--- src/rtl/display_scheduler_if.sv ---
// display_scheduler_if: key/score/timer inputs and scan/page/blank outputs of the display scheduler
//   key_page    raw page key, active-low, asynchronous
//   score_event single-cycle pulse on any score change
//   time_zero   game timer expired level
//   scan_tick   one-cycle digit advance strobe
//   digit_sel   one-hot digit enable, bit0 = rightmost digit
//   page_sel    0 = time page, 1 = score page
//   blank       1 = all segments off
//   mode        00 AUTO, 01 LOCK_TIME, 10 LOCK_SCORE
//   hold_active score hold in progress
interface display_scheduler_if;
  logic       key_page;
  logic       score_event;
  logic       time_zero;
  logic       scan_tick;
  logic [5:0] digit_sel;
  logic       page_sel;
  logic       blank;
  logic [1:0] mode;
  logic       hold_active;
  modport master (output key_page, score_event, time_zero,
                  input scan_tick, digit_sel, page_sel, blank, mode, hold_active);
  modport slave (input key_page, score_event, time_zero,
                 output scan_tick, digit_sel, page_sel, blank, mode, hold_active);
endinterface

--- src/rtl/display_scheduler.sv ---
// display_scheduler: scan strobe, digit select, page choice and blink control for a 6-digit scoreboard mux
//   clock  system clock, posedge
//   rst_n  synchronous reset, active-low
//   bus    slave side of display_scheduler_if (key/score/timer in, scan/page/blank/mode/hold out)
module display_scheduler #(
  parameter int SCAN_DIV     = 50000,
  parameter int DEBOUNCE     = 20,
  parameter int ROTATE_TICKS = 3000,
  parameter int HOLD_TICKS   = 2000,
  parameter int BLINK_TICKS  = 250
) (
  input logic                clock,
  input logic                rst_n,
  display_scheduler_if.slave bus
);
  localparam int PW = $clog2(SCAN_DIV + 1);
  localparam int DW = $clog2(DEBOUNCE + 1);
  localparam int RW = $clog2(ROTATE_TICKS + 1);
  localparam int HW = $clog2(HOLD_TICKS + 1);
  localparam int BW = $clog2(BLINK_TICKS + 1);
  typedef enum logic [1:0] {AUTO = 2'b00, LOCK_TIME = 2'b01, LOCK_SCORE = 2'b10} mode_t;
  mode_t         mode_q, mode_d;
  logic [PW-1:0] pre_q, pre_d;
  logic          tick_q, tick_d;
  logic [5:0]    dig_q, dig_d;
  logic [1:0]    sync_q, sync_d;
  logic [DW-1:0] low_q, low_d;
  logic          armed_q, armed_d;
  logic [RW-1:0] rot_q, rot_d;
  logic          auto_q, auto_d;
  logic          hold_q, hold_d;
  logic [HW-1:0] hcnt_q, hcnt_d;
  logic          page_q, page_d;
  logic [BW-1:0] bcnt_q, bcnt_d;
  logic          ph_q, ph_d;
  logic          blank_q, blank_d;
  logic          key_evt, rot_inc, rot_wrap, req, blink_on, bwrap;
  always_comb begin
    pre_d    = pre_q == PW'(SCAN_DIV - 1) ? '0 : pre_q + PW'(1);
    tick_d   = pre_q == PW'(SCAN_DIV - 1);
    dig_d    = tick_q ? {dig_q[4:0], dig_q[5]} : dig_q;
    sync_d   = {sync_q[0], bus.key_page};
    // sync_q[1] is the synchronized key; one event per press, re-armed by a released sample
    key_evt  = tick_q && !sync_q[1] && armed_q && low_q == DW'(DEBOUNCE - 1);
    low_d    = !tick_q ? low_q : (sync_q[1] || key_evt) ? '0 : armed_q ? low_q + DW'(1) : low_q;
    armed_d  = !tick_q ? armed_q : sync_q[1] ? 1'b1 : armed_q && !key_evt;
    rot_inc  = mode_q == AUTO && !hold_q && tick_q;
    rot_wrap = rot_inc && rot_q == RW'(ROTATE_TICKS - 1);
    // a mode change restarts rotation on the time page
    rot_d    = (key_evt || rot_wrap) ? '0 : rot_inc ? rot_q + RW'(1) : rot_q;
    auto_d   = key_evt ? 1'b0 : rot_wrap ? ~auto_q : auto_q;
    hcnt_d   = bus.score_event ? HW'(HOLD_TICKS) : (hold_q && tick_q) ? hcnt_q - HW'(1) : hcnt_q;
    hold_d   = bus.score_event || (hold_q && !(tick_q && hcnt_q == HW'(1)));
    req      = hold_q || mode_q == LOCK_SCORE || (mode_q == AUTO && auto_q);
    // page only changes as the scan wraps to the rightmost digit, so no frame mixes pages
    page_d   = (tick_q && dig_q[5]) ? req : page_q;
    blink_on = bus.time_zero && !page_q;
    bwrap    = tick_q && bcnt_q == BW'(BLINK_TICKS - 1);
    bcnt_d   = (!blink_on || bwrap) ? '0 : tick_q ? bcnt_q + BW'(1) : bcnt_q;
    // ph is the phase since blinking started; phase 0 shows blank=1
    ph_d     = blink_on && (ph_q ^ bwrap);
    blank_d  = blink_on && !ph_d;
  end
  always_comb begin
    mode_d = !key_evt ? mode_q : mode_q == AUTO ? LOCK_TIME : mode_q == LOCK_TIME ? LOCK_SCORE : AUTO;
  end
  always_ff @(posedge clock) begin
    if (!rst_n) mode_q <= AUTO;
    else        mode_q <= mode_d;
  end
  always_ff @(posedge clock) begin
    if (!rst_n) begin
      pre_q   <= '0;
      tick_q  <= 1'b0;
      dig_q   <= 6'b000001;
      sync_q  <= 2'b11;
      low_q   <= '0;
      armed_q <= 1'b1;
      rot_q   <= '0;
      auto_q  <= 1'b0;
      hold_q  <= 1'b0;
      hcnt_q  <= '0;
      page_q  <= 1'b0;
      bcnt_q  <= '0;
      ph_q    <= 1'b0;
      blank_q <= 1'b0;
    end else begin
      pre_q   <= pre_d;
      tick_q  <= tick_d;
      dig_q   <= dig_d;
      sync_q  <= sync_d;
      low_q   <= low_d;
      armed_q <= armed_d;
      rot_q   <= rot_d;
      auto_q  <= auto_d;
      hold_q  <= hold_d;
      hcnt_q  <= hcnt_d;
      page_q  <= page_d;
      bcnt_q  <= bcnt_d;
      ph_q    <= ph_d;
      blank_q <= blank_d;
    end
  end
  assign bus.scan_tick   = tick_q;
  assign bus.digit_sel   = dig_q;
  assign bus.page_sel    = page_q;
  assign bus.blank       = blank_q;
  assign bus.mode        = mode_q;
  assign bus.hold_active = hold_q;
endmodule

--- src/flat_wrapper.sv ---
// flat-port wrapper written by rule: the top's interface ports become plain ports
module display_scheduler_flat 
#(
  parameter int SCAN_DIV     = 50000,
  parameter int DEBOUNCE     = 20,
  parameter int ROTATE_TICKS = 3000,
  parameter int HOLD_TICKS   = 2000,
  parameter int BLINK_TICKS  = 250
)
  (clock, rst_n, bus_key_page, bus_score_event, bus_time_zero, bus_scan_tick, bus_digit_sel, bus_page_sel, bus_blank, bus_mode, bus_hold_active);
  display_scheduler_if bus_i ();
  input logic clock;
  input logic rst_n;
  input wire logic [$bits(bus_i.key_page)-1:0] bus_key_page;
  input wire logic [$bits(bus_i.score_event)-1:0] bus_score_event;
  input wire logic [$bits(bus_i.time_zero)-1:0] bus_time_zero;
  output wire logic [$bits(bus_i.scan_tick)-1:0] bus_scan_tick;
  output wire logic [$bits(bus_i.digit_sel)-1:0] bus_digit_sel;
  output wire logic [$bits(bus_i.page_sel)-1:0] bus_page_sel;
  output wire logic [$bits(bus_i.blank)-1:0] bus_blank;
  output wire logic [$bits(bus_i.mode)-1:0] bus_mode;
  output wire logic [$bits(bus_i.hold_active)-1:0] bus_hold_active;
  assign bus_i.key_page = bus_key_page;
  assign bus_i.score_event = bus_score_event;
  assign bus_i.time_zero = bus_time_zero;
  assign bus_scan_tick = bus_i.scan_tick;
  assign bus_digit_sel = bus_i.digit_sel;
  assign bus_page_sel = bus_i.page_sel;
  assign bus_blank = bus_i.blank;
  assign bus_mode = bus_i.mode;
  assign bus_hold_active = bus_i.hold_active;
  display_scheduler #(.SCAN_DIV(SCAN_DIV), .DEBOUNCE(DEBOUNCE), .ROTATE_TICKS(ROTATE_TICKS), .HOLD_TICKS(HOLD_TICKS), .BLINK_TICKS(BLINK_TICKS)) u_core (.clock(clock), .rst_n(rst_n), .bus(bus_i));
endmodule
--- config.mk ---
export PLATFORM = sky130hd
export DESIGN_NAME = display_scheduler_flat
export DESIGN_NICKNAME = d
export VERILOG_FILES = /design/src/rtl/display_scheduler_if.sv /design/src/rtl/display_scheduler.sv /design/src/flat_wrapper.sv
export SDC_FILE = /design/constraint.sdc
export NUM_CORES = 1
export LEC_CHECK = 0
export CAP_MARGIN = 10
export CELL_PAD_IN_SITES_DETAIL_PLACEMENT = 1
export CELL_PAD_IN_SITES_GLOBAL_PLACEMENT = 2
export CORE_ASPECT_RATIO = 0.75
export CORE_MARGIN = 4
export CORE_UTILIZATION = 37
export CTS_CLUSTER_SIZE = 28
export DETAILED_ROUTE_END_ITERATION = 16
export PLACE_DENSITY_LB_ADDON = 0.2
export SLEW_MARGIN = 10
export SYNTH_ARGS = -nofsm -noshare
export SYNTH_HDL_FRONTEND = slang
export SYNTH_SLANG_ARGS = --single-unit
--- constraint.sdc ---
create_clock -name clock -period 2.05 [get_ports clock]
set_input_delay 0.615 -clock clock [delete_from_list [all_inputs] [get_ports clock]]
set_output_delay 0.615 -clock clock [all_outputs]
set_load 0.01 [all_outputs]
==> results of run 1 <==
==> synthesized netlist by cell type <==
master	n	area (um^2)
nand3_1	15	75.1
nor2_2	3	18.8
nand2b_1	5	31.3
or4_1	2	15.0
o21a_1	7	52.6
a211oi_1	1	7.51
nor2_1	45	169
inv_1	5	18.8
a21oi_1	10	50.1
or3_1	6	37.5
o21bai_1	1	7.51
and4_1	2	17.5
nand3b_1	3	22.5
nor4b_1	1	8.76
a311oi_1	1	8.76
buf_2	4	20.0
xnor2_1	19	166
or4bb_1	1	11.3
and2_1	4	25.0
nor4_1	10	62.6
and3_1	3	18.8
nand2_1	25	93.8
ha_1	7	87.6
nand4_1	14	87.6
o41ai_2	1	16.3
nor2b_1	8	50.1
nand4b_1	2	17.5
o21ai_0	8	40.0
dfxtp_1	69	1380
buf_1	1	3.75
xor2_1	24	210
or3b_2	1	8.76
nor4bb_1	1	10.0
nor3b_1	1	7.51
nor3_1	6	30.0
nor4b_2	1	15.0
or4b_1	1	10.0
mux2i_1	6	60.1
nand4bb_1	2	22.5
clkbuf_1	9	33.8
buf_4	1	7.51
or2_2	2	12.5
==> state kept, by name, summed over array words and instances (netlist names), 2 cells and up <==
register	cells
u_core.bcnt_q	8
u_core.bus.digit_sel	6
u_core.pre_q	16
u_core.low_q	5
u_core.hcnt_q	11
u_core.rot_q	12
u_core.bus.mode	2
u_core.sync_q	2
==> power by group <==
| group | total (uW) | leakage [uW] | internal [uW] | switching [uW] |
|---|---|---|---|---|
| clock network | 1090 | 0.0000968 | 624 | 463 |
| logic | 95.9 | 0.000618 | 47.9 | 48.1 |
| registers | 1380 | 0.000559 | 1360 | 18.6 |
==> metrics by stage <==
| step | instance area [um^2] | hold slack, ns | total power [uW] |
|---|---|---|---|
| 2_1_floorplan | 3050 | 0.386 | 1460 |
| 3_3_place_gp | 3410 | 0.390 | 1500 |
| 3_5_place_dp | 3410 | 0.398 | 1500 |
| 4_1_cts | 3620 | 0.416 | 2610 |
| 5_1_grt | 3620 | 0.433 | 2690 |
| 6_report | 3620 | 0.410 | 2560 |
==> repair_timing <==
action                                  4_1_cts  5_1_grt
endpoints found under the setup margin        8        8
endpoints found under the hold margin         0        0
buffers inserted                              0        0
gates resized for setup                       2        1
pin swaps                                     0        1
==> metal layers <==
metal  track usage (%)  vias up
met5                 0        -
met4              4.59        0
met3              4.40        9
met2              23.7       23
met1              20.1     1142
li1                  -     1221
==> final timing paths <==
check	slack, ns	to	cells after the start	startpoint
worst min register to register	0.41	u_core.sync_q[1]	1	u_core.sync_q[0]
worst max register to register	0.20	u_core.rot_q[11]	4	u_core.bus.hold_active
worst max-delay path	0.08	bus_mode[1]	2	u_core.bus.mode[1]
worst min-delay path	0.41	u_core.sync_q[1]	1	u_core.sync_q[0]
==> cells by family after synthesis <==
kind of cell	after synthesis	synth area share [%]
adder cells (fa/ha/maj)	7	2.87
AND/OR/NAND/NOR	164	28.8
multiplexers	6	1.97
buffers and inverters	20	2.75
flip-flops	69	45.3
XOR/XNOR	43	12.3
AO/OA/AOI/OAI	29	5.99
==> area by class of cell <==
type                            instances  area, um^2  share of cell area, %
Clock buffer                           14         163                   4.49
Clock inverter                          1        30.0                  0.830
Inverter                                5        18.8                  0.518
Multi-Input combinational cell        249        1600                   44.1
Sequential cell                        69        1380                   38.2
Tap cell                              105         131                   3.63
Timing Repair Buffer                   34         298                   8.23
==> results.md, run 1 <==
- Setup violators final: 0
- F_max: 508 MHz
- RSZ-0062 raised after global routing: no
- Drt wl/cell: roughly 14 um
- Non-Filler Instances: around 480
- CP Max Fanout: 6
- Status: finished, final reports clean
- Inserted Clock Buffers: 9
- Placed insts: ~460
- Fin util: 45.5%
- Cells after Synth: 338
- H-tree depth: 3
- Vias in the first global route: ~2.4k
- Post-Syn Area per Cell: about 9.0 um^2
- Fillers: between 900 and 1k
- Final Max Slew Viols: 0
- Max Used Layer: met4
- Synthesis-stage register bit count: 69
- Fin crit share: 95.9%
- Cell Pwr Density: just over 700 mW/mm^2
- Clk root buf: clkbuf_8
- Worst setup SP type: register
- Area grow syn2layout: 18.7%
- VDD IR max: between 0.3 and 0.4 mV
- Slowest stage delay, CP: ~0.54 ns
- Initial antenna violation count: 0
- Hold_buf cts: 0
- Worst slew margin: 58.9%
- Most common library cell in the layout ignoring fill and taps: dfxtp_1
- Final number of hold-violating endpoints: 0
- Buf/Inv on CP: 2
- Sequential area share after synthesis: between 40% and 50%
- Clk_lat worst skew: around 0.34 ns
- Placer Congestion: 0.722
- Drt via density: between 5 and 6
- Remaining Overflow, GRT: 0
- Met3 wire length: approximately 190 um
- Crit-path slowest cell: clkdlybuf4s50_1
- Core Region: slightly below 0.008 mm^2
- Min Tclk post-route: around 2.0 ns
- Starting Density: around two fifths
- Port Buffers: 16
- Gr usage total: between 10% and 20%
- Crit. End Element: output pin
- Layout cells sized above 1: roughly a tenth
- Mapped cell area: around 0.003 mm^2
- Pin count of the biggest net entering global routing: 17
- Hold Crit Class: reg -> reg
- CP Class: reg -> out
- DPL Wire Length: 4950 um
- CP Data Required Time: about 1.4 ns
- CTS tree: done
- First-pass GRT wire length: ~12000 um
- Detailed-route wire length: approximately 6700 um
- Synth warn: 0
- CTS Sinks: 69
- # diodes: 0
- Final setup TNS: 0 ns
- CTS Buffer Depth: 2
- I/O Pins: 17
- Most frequent cells in the layout: dfxtp_1 (68), nor2_1 (45), nand2_1 (25), xor2_1 (24), xnor2_1 (19)
- Yosys cell types: 42
- Nets: 380
- Pre-CTS setup slack: -0.0950 ns
- Fin worst setup slack: 0.0832 ns
- Max Cap Viol: 0
- LEAKAGE: approximately 0.0013 uW
- Die H: roughly 87 um
- Fin Clk Skew: about 0.0099 ns
- Syn nets: between 300 and 400
- Die X: 113 um
- Post-DRT Antenna Nets: 0
- Residual DRC: 0
- Crit-path cells: buf_4, clkdlybuf4s50_1
- CP delay by family, top: buffers and inverters
- First-pass DRT Iterations: 4
- DRT met1 WL: about 3400 um
- Via count: 2395
- Worst Tran Pin Value: 0.614 ns
- Met2 Wirelength: 2980 um
- Crit path DAT: 1.35 ns
- Die Area: slightly below 0.01 mm^2
- Clock transition at path regs: approximately 0.07 ns
- Core Rows: 28
- 1st-iter DRT viols: just under 60
Note: power is estimated with default switching activity, not from simulation.
==> run 2: changes to the inputs <==
- MAX_ROUTING_LAYER: unset -> met4
==> run 2 against run 1 <==
Against the previous run: maximum frequency about the same; via count shrank 0.21%; global-route usage grew 0.54 points; sequential power hardly changed; non-clock buffer count unchanged; sequential cell count unchanged; register-to-register slack hardly changed.
==> results.md, run 2 (synthesis gave the netlist of run 1 again) <==
- Post-DRT Antenna Nets: 0 (unchanged)
- Drt via density: 5.01 (-0.21%)
- Clk root buf: clkbuf_8
- Residual DRC: 0 (unchanged)
- Hold_buf cts: 0 (unchanged)
- First-pass GRT wire length: 11800 um (+0.30%)
- Largest register FFs: 16 (unchanged)
- DPL Wire Length: 4950 um (unchanged)
- Crit path from: u_core.bus.mode[1]
- Crit-path cells: buf_4, clkdlybuf4s50_1
- Port Buffers: 16 (unchanged)
- Detailed-route wire length: 6670 um (-0.18%)
- Fin Clk Skew: 0.00966 ns (-0.000207 ns)
- Fin util: 45.5% (unchanged)
- Non-Filler Instances: 477 (unchanged)
- Worst setup SP type: register
- I/O Pins: 17 (unchanged)
- Clk_lat worst skew: 0.34 ns (about the same)
- F_max: 508 MHz (about the same)
- Worst R2R Setup Slack: 0.20 ns (about the same)
- Nets: 380 (unchanged)
- First-pass DRT Iterations: 4 (unchanged)
- CTS Sinks: 69 (unchanged)
- Biggest regs: u_core.pre_q x16, u_core.rot_q x12, u_core.hcnt_q x11
- Critical register-to-register path startpoint: u_core.bus.hold_active
- LEAKAGE: 0.00127 uW (unchanged)
- Placed insts: 462 (unchanged)
- Starting Density: 38.4% (unchanged)
- Placer Congestion: 0.731 (+1.2%)
- Setup violators final: 0 (unchanged)
- # diodes: 0 (unchanged)
- Die H: 86.6 um (unchanged)
- Most common library cell in the layout ignoring fill and taps: dfxtp_1
- FF-to-FF path depth: 4 (unchanged)
- Pin count of the biggest net entering global routing: 17 (unchanged)
- Inserted Clock Buffers: 9 (unchanged)
- Clock transition at path regs: 0.07 ns (about the same)
- Vias in the first global route: 2427 (-0.12%)
- Reg2reg end: u_core.rot_q[11]
- Hold Crit Depth: 1 (unchanged)
- Hold worst-path end: u_core.sync_q[1]
- Min Tclk post-route: 1.97 ns (+0.000651 ns)
- CP Max Fanout: 6 (unchanged)
- Pre-CTS setup slack: -0.0950 ns (unchanged)
- Slowest stage delay, CP: 0.54 ns (about the same)
- Cell Pwr Density: 709 mW/mm^2 (+0.23%)
- Drt wl/cell: 14.0 um (-0.18%)
- Via count: 2390 (-0.21%)
- Layout cells sized above 1: 10.5% (unchanged)
- Hold Crit Class: reg -> reg
- Status: finished, final reports clean
- Min-delay src: u_core.sync_q[0]
- Setup repair bufs after CTS: 0 (unchanged)
- CTS tree: done
- 1st-iter DRT viols: 56 (-5.1%)
- Crit. End Element: output pin
- Total power: 2570 uW (+0.23%)
- RSZ-0062 raised after global routing: no
- CP Class: reg -> out
- Most flop-heavy register: u_core.pre_q
- Worst Tran Pin Value: 0.627 ns (+0.0131 ns)
- Most frequent cells in the layout: dfxtp_1 (68), nor2_1 (45), nand2_1 (25), xor2_1 (24), xnor2_1 (19)
- Worst slew margin: 58.0% (-0.88 points)
- Die X: 113 um (unchanged)
- Core Rows: 28 (unchanged)
- Fin worst setup slack: 0.0825 ns (-0.000651 ns)
- Remaining Overflow, GRT: 0 (unchanged)
- Final Max Slew Viols: 0 (unchanged)
- CP Data Required Time: 1.43 ns (about the same)
- Crit-path slowest cell: clkdlybuf4s50_1
- Crit path DAT: 1.35 ns (about the same)
- Area grow syn2layout: 18.7% (unchanged)
- Final number of hold-violating endpoints: 0 (unchanged)
- VDD IR max: 0.345 mV (+0.28%)
- Max Cap Viol: 0 (unchanged)
- H-tree depth: 3 (unchanged)
- Gr usage total: 15.6% (+0.54 points)
- CTS Buffer Depth: 2 (unchanged)
- Initial antenna violation count: 0 (unchanged)
- Die Area: 0.00978 mm^2 (unchanged)
- Fin crit share: 96.0% (about the same)
- Core Region: 0.00795 mm^2 (unchanged)
[run 2: cell counts in the layout (fill, tap and decap cells not counted)]
No cell type changed its count.
[run 2: metal layers]
layer | global-route usage [%] | wire [um] | vias up
met3 | 5.37 | 217 | 7
met5 | - | 0 | -
met4 | 3.60 | 76 | 0
li1 | - | - | 1223
met1 | 20.2 | 3450 | 1136
met2 | 23.6 | 2930 | 24
[run 2: cell type report]
type | instances | area [um^2]
inverters | 5 | 18.8
clock inverters | 1 | 30.0
multi-input cells | 249 | 1600
flip-flops and latches | 69 | 1380
fillers | 921 | 4330
well taps | 105 | 131
clock buffers | 14 | 163
repair buffers | 34 | 298
[run 2: worst max-delay path by stage]
stage	endpoint	depth (start not counted)
final	bus_mode[1]	2
after global routing	bus_mode[0]	2
after CTS	bus_scan_tick	2
after detailed placement	u_core.pre_q[8]	5
after global placement	u_core.pre_q[8]	5
after floorplan	u_core.rot_q[9]	6
[run 2: per-stage QoR]
stage	area, um^2	setup TNS, ns	hold WS (ns)
after CTS	3620	0	0.416
after global routing	3620	0	0.433
after detailed placement	3410	-1.44	0.398
final	3620	0	0.411
after floorplan	3050	0	0.386
after global placement	3410	-0.334	0.390
[run 2: critical path: cells and delay by family (launching register included)]
kind     cells  cell delay, ns
buf+inv      2            0.69
flops        1            0.33
[run 2: power by group]
group / switching [uW] / leakage (uW) / internal [uW] / total, uW
Sequential: 18.5 / 0.000559 / 1360 / 1380
Clock: 469 / 0.0000968 / 624 / 1090
Combinational: 48.0 / 0.000618 / 47.8 / 95.8
Total: 535 / 0.00127 / 2030 / 2570
[run 2: repair_timing]
action,in CTS,in global routing
gates resized for setup,2,1
cloned,0,0
pin swaps,0,1
setup endpoints to repair,8,8
